`config.mk`:
```
export PLATFORM = sky130hd
export DESIGN_NAME = regbank_mp
export DESIGN_NICKNAME = d
export VERILOG_FILES = /design/src/rtl/regbank_mp.sv
export SDC_FILE = /design/constraint.sdc
export NUM_CORES = 2
export LEC_CHECK = 0
export ABC_AREA = 1
export BUFFER_PORTS_ARGS = -buffer_cell sky130_fd_sc_hd__buf_2
export CAP_MARGIN = 20
export CORE_MARGIN = 2
export CORE_UTILIZATION = 35
export CTS_BUF_LIST = sky130_fd_sc_hd__clkbuf_16
export CTS_CLUSTER_SIZE = 8
export DETAILED_ROUTE_END_ITERATION = 12
export MAX_ROUTING_LAYER = met4
export PLACE_DENSITY = 0.5
export SKIP_CTS_REPAIR_TIMING = 1
export SLEW_MARGIN = 10
export SYNTH_ARGS = -nofsm -noshare
export SYNTH_HDL_FRONTEND = slang
export SYNTH_SLANG_ARGS = --single-unit
export TNS_END_PERCENT = 5
```
`constraint.sdc`:
```
create_clock -name CLK -period 85 [get_ports CLK]
set_input_delay 17 -clock CLK [delete_from_list [all_inputs] [get_ports CLK]]
set_output_delay 17 -clock CLK [all_outputs]
set_load 0.02 [all_outputs]
```
`src/rtl/regbank_mp.sv`:
```
// Parametrised multi-port register bank with write-through bypass,
// optional hardwired zero register and a per-register pending scoreboard.
//
// Ports:
//   CLK, aRST              clock (rising edge), async active-high reset
//   ENA_WRITE, WRITE_REG,
//   WRITE_DATA             write-back port (also clears pending)
//   READREG, read_data     NREAD packed read ports, combinational
//   read_pend              per-port hazard flag
//   SET_PEND, PEND_REG     mark a register as awaiting write-back
//   FLUSH                  clear every pending bit
//   pend_count             number of pending registers (registered)
module regbank_mp #(
  parameter int WIDTH    = 32,
  parameter int DEPTH    = 32,
  parameter int NREAD    = 2,
  parameter int BYPASS   = 1,
  parameter int ZERO_REG = 1,
  localparam int AW      = $clog2(DEPTH),
  localparam int CW      = $clog2(DEPTH + 1)
) (
  input  logic                   CLK,
  input  logic                   aRST,
  input  logic                   ENA_WRITE,
  input  logic [AW-1:0]          WRITE_REG,
  input  logic [WIDTH-1:0]       WRITE_DATA,
  input  logic [NREAD*AW-1:0]    READREG,
  output logic [NREAD*WIDTH-1:0] read_data,
  output logic [NREAD-1:0]       read_pend,
  input  logic                   SET_PEND,
  input  logic [AW-1:0]          PEND_REG,
  input  logic                   FLUSH,
  output logic [CW-1:0]          pend_count
);

  logic [WIDTH-1:0] mem_q [DEPTH];
  logic [WIDTH-1:0] mem_d [DEPTH];
  logic [DEPTH-1:0] pend_q;
  logic [DEPTH-1:0] pend_d;
  logic [CW-1:0]    cnt_q;
  logic [CW-1:0]    cnt_d;
  logic [CW-1:0]    inc;
  logic [CW-1:0]    dec;
  logic             wr_zero;
  logic             wr_ok;

  assign wr_zero = (ZERO_REG != 0) && (WRITE_REG == '0);
  assign wr_ok   = ENA_WRITE && !wr_zero;

  always_comb begin
    mem_d = mem_q;
    if (wr_ok) begin
      mem_d[WRITE_REG] = WRITE_DATA;
    end
  end

  // Set beats a simultaneous clear: the newly issued producer
  // supersedes the value currently being written back.
  always_comb begin
    pend_d = pend_q;
    inc    = '0;
    dec    = '0;
    for (int r = 0; r < DEPTH; r++) begin
      logic set_r;
      logic clr_r;
      set_r = SET_PEND && (PEND_REG == AW'(r))
              && !((ZERO_REG != 0) && (r == 0));
      clr_r = ENA_WRITE && (WRITE_REG == AW'(r));
      if (FLUSH) begin
        pend_d[r] = 1'b0;
      end else if (set_r) begin
        pend_d[r] = 1'b1;
      end else if (clr_r) begin
        pend_d[r] = 1'b0;
      end
      if (!pend_q[r] && pend_d[r]) begin
        inc = inc + CW'(1);
      end
      if (pend_q[r] && !pend_d[r]) begin
        dec = dec + CW'(1);
      end
    end
    cnt_d = cnt_q + inc - dec;
  end

  always_ff @(posedge CLK or posedge aRST) begin
    if (aRST) begin
      mem_q  <= '{default: '0};
      pend_q <= '0;
      cnt_q  <= '0;
    end else begin
      mem_q  <= mem_d;
      pend_q <= pend_d;
      cnt_q  <= cnt_d;
    end
  end

  assign pend_count = cnt_q;

  for (genvar k = 0; k < NREAD; k++) begin : g_rd
    logic [AW-1:0] ra;
    logic          zr;
    logic          hit;
    assign ra  = READREG[k*AW +: AW];
    assign zr  = (ZERO_REG != 0) && (ra == '0);
    // Bypass is suppressed during reset so outputs read zero at once.
    assign hit = (BYPASS != 0) && ENA_WRITE && !aRST
                 && (WRITE_REG == ra) && !zr;
    assign read_data[k*WIDTH +: WIDTH] =
      zr  ? '0 :
      hit ? WRITE_DATA : mem_q[ra];
    assign read_pend[k] = pend_q[ra] && !hit;
  end

endmodule

```
==> results.md <==
* Die Y at 432 um
* Total Routed Length at 276000 um
* NumNets Final at 8660
* Fraction of layout instances using a drive strength above 1 at 7.59%
* Leakage at 31.3 nW
* Outcome: complete, no violations
* I/O Buffers at 128
* Sinks on Clock Net at 1062
* GP Congestion at 0.887
* Max Fclk at 0.0260 GHz
* First-pass detailed-route iteration total at 8
* RR Startpoint: pend_q[1]
* Total negative slack at 0 ns
* Final hold vios at 0
* Startpoint types: input port
* RSZ-0062 raised after global routing: no
* Worst hold-check path type: flip-flop to flip-flop
* Arr. time, crit path at 21.52 ns
* Endpoint class of the critical path: output port
* Hold path depth at 0
* Max-Slew Margin vs Limit at 18.5%
* Most common cell after layout, fill and taps aside: o21ai_0
* Initial Utilization at 35.1%
* Mapped Area at 64200 um^2
* EDFF count, synth at 0
* Hold endpoint: mem_q[1008]
* Antenna violations before repair at 4
* Most frequent cells in the layout: o21ai_0 (2015), nand2_1 (1373), dfrtp_1 (1062)
* Top FF cell, synth: dfrtp_1
* Seq/Total Area, Yosys at 41.4%
* Tightest Pin Transition at 1.22 ns
* HP Start: mem_q[1008]
* Area growth from synthesis to layout at 9.19%
* First-pass GRT wire length at 406000 um
* HPWL Detailed at 154000 um
* DR iter-0 viols at 7680
* Via count at 63.7k
* Die area at 187000 um^2
* IO Pins at 129
* Via-per-instance ratio at 5.82
* Remaining DRCs at 0
* Synth cell types at 57
* Clk buf depth at 3
* Crit path launch: READREG[8]
* Post-route ant nets at 0
* Worst skew pair latency at 0.80 ns
* Root buf cell: clkbuf_16
* CP Data Required Time at 68.00 ns
* Max Slew Vio Count at 0
* PD cells at 22.1 nW/um^2
* Mapped Avg Cell Area at 7.19 um^2
* Pin count of the biggest net entering global routing at 219
* Tcrit/Tclk final at 45.3%
* R2r setup slk at 65.85 ns
* Skew final at 0.0119 ns
* Total gr overflow at 0
* Clock transition at path regs at 0.05 ns
* Max-cap viol count at 0
* Filler Cell Count at 19.1k
* Setup CP Type: input port to output port
* Max VDD drop at 0.0189 mV
* Die Span X at 432 um
* Worst reg2reg endpoint: pend_count[5]
* CTS tree: done
* Final setup viols at 0
* Post-DR wirelength/cell at 25.3 um
* FFs w/ async S/R, synth at 100%
* Synth Register Bits at 1062
* Worst slack, placed at 46.61 ns
* Fin crit period at 38.52 ns
* PnR worst setup slack at 46.48 ns
* CTS buffer count at 152
* Yosys warns at 0
* Global Route Usage Sum at 29.9%
* H-tree Lvls at 4
* Worst r2r path cells at 113
* Crit Path Max Fanout at 50
* Row count at 157
* Core Box Area at 183000 um^2
* Vias in the first global route at 59.3k
* Synth Instances at 8932
## area by class of cell
type                            count  area, um^2  share of cell area [%]
Clock inverter                     20         164                   0.234
Timing Repair Buffer              238        1620                    2.32
Multi-Input combinational cell   6242       31600                    45.1
Tap cell                         2385        2980                    4.26
Inverter                          834        3200                    4.57
Sequential cell                  1062       26600                    37.9
Antenna cell                        8        20.0                  0.0286
Clock buffer                      155        3880                    5.53
## logic make-up after synthesis
| logic type | synth area share (%) |
|---|---|
| DFF | 41.4 |
| xor gates and xnor gates | 0.357 |
| other | 0.0117 |
| buffers and inverters | 9.58 |
| adders and majority gates | 1.48 |
| AOI/OAI and AO/OA | 28.2 |
| and+or+nand+nor | 19.0 |
## critical path, cell delays in order
cell and delay [ns]:
buf_4 0.38, inv_2 0.04, buf_4 0.45, nand4_1 0.27, buf_4 0.35, inv_1 0.18, nor4_2 0.91, clkinv_2 0.38
buf_4 0.53, nand3_1 0.42, o211ai_1 0.23, inv_1 0.11, buf_2 0.16
## where the power goes
part           leakage [nW]  total [W]  internal (W)  switching, W
logic                  16.1   0.000327      0.000107      0.000221
clock network          2.01   0.000558      0.000323      0.000235
registers              13.2   0.000665      0.000606     0.0000581
total                  31.3    0.00155       0.00104      0.000514
## state kept, by name, summed over array words and instances (netlist names)
register and cells:
mem_q 1024, pend_q 32, pend_count 6
## layer usage
layer	global-route usage, %	routed length [um]	vias up	share of wire, %
li1	-	-	29400	-
met2	46.3	124000	3033	45
met4	14.0	14600	0	5.3
met1	38.0	115000	30600	42
met3	5.16	22600	727	8.2
met5	-	0	-	0
## through the flow
step                utilization [%]  total power, W  hold slack, ns  cells  instance area (um^2)
floorplan                         -        0.000891           0.429   8934                 64200
CTS                            38.3         0.00156           0.377  10900                 70100
global placement               36.1        0.000987           0.365  10800                 66000
finish                         38.4         0.00155           0.374  10900                 70100
global route                   38.4         0.00164           0.382  10900                 70100
detailed placement             36.1        0.000995           0.366  10800                 66000
## Yosys cell counts (3+ instances only)
cell type	instances	area share, %
fa_1	5	0.16
or2_2	12	0.12
nand2_4	9	0.16
o211ai_1	200	2.3
nand3_2	61	0.95
nand4_1	14	0.14
dfrtp_1	1062	41
xor2_1	6	0.082
buf_1	70	0.41
nor3_1	18	0.14
nand3_1	598	4.7
a211oi_1	7	0.082
o311ai_0	10	0.14
a21oi_1	896	7.0
nor2_2	6	0.058
inv_2	19	0.11
a221oi_1	8	0.11
a31oi_1	14	0.14
inv_1	804	4.7
o22ai_1	16	0.16
nand3b_1	22	0.26
o2111ai_1	140	1.9
ha_1	68	1.3
xnor2_1	4	0.055
o31ai_1	3	0.035
nor2_1	579	3.4
nand2_2	81	0.79
xor2_2	7	0.18
o221ai_1	22	0.30
o21ai_1	4	0.031
nor4_1	7	0.068
nand2_1	1376	8.0
o21ai_0	2015	16
clkbuf_1	722	4.2
a311oi_1	5	0.068
clkinv_1	10	0.058
## worst max-delay path by stage
stage	to	slack, ns	cells past startpoint
6_report	read_data[35]	46.48	13
5_1_grt	read_data[37]	46.45	12
4_1_cts	read_data[37]	46.62	13
3_5_place_dp	read_data[37]	46.61	13
3_3_place_gp	read_data[37]	46.70	13
2_1_floorplan	read_data[41]	26.16	10
No activity file was read; power rests on OpenSTA's default activity.
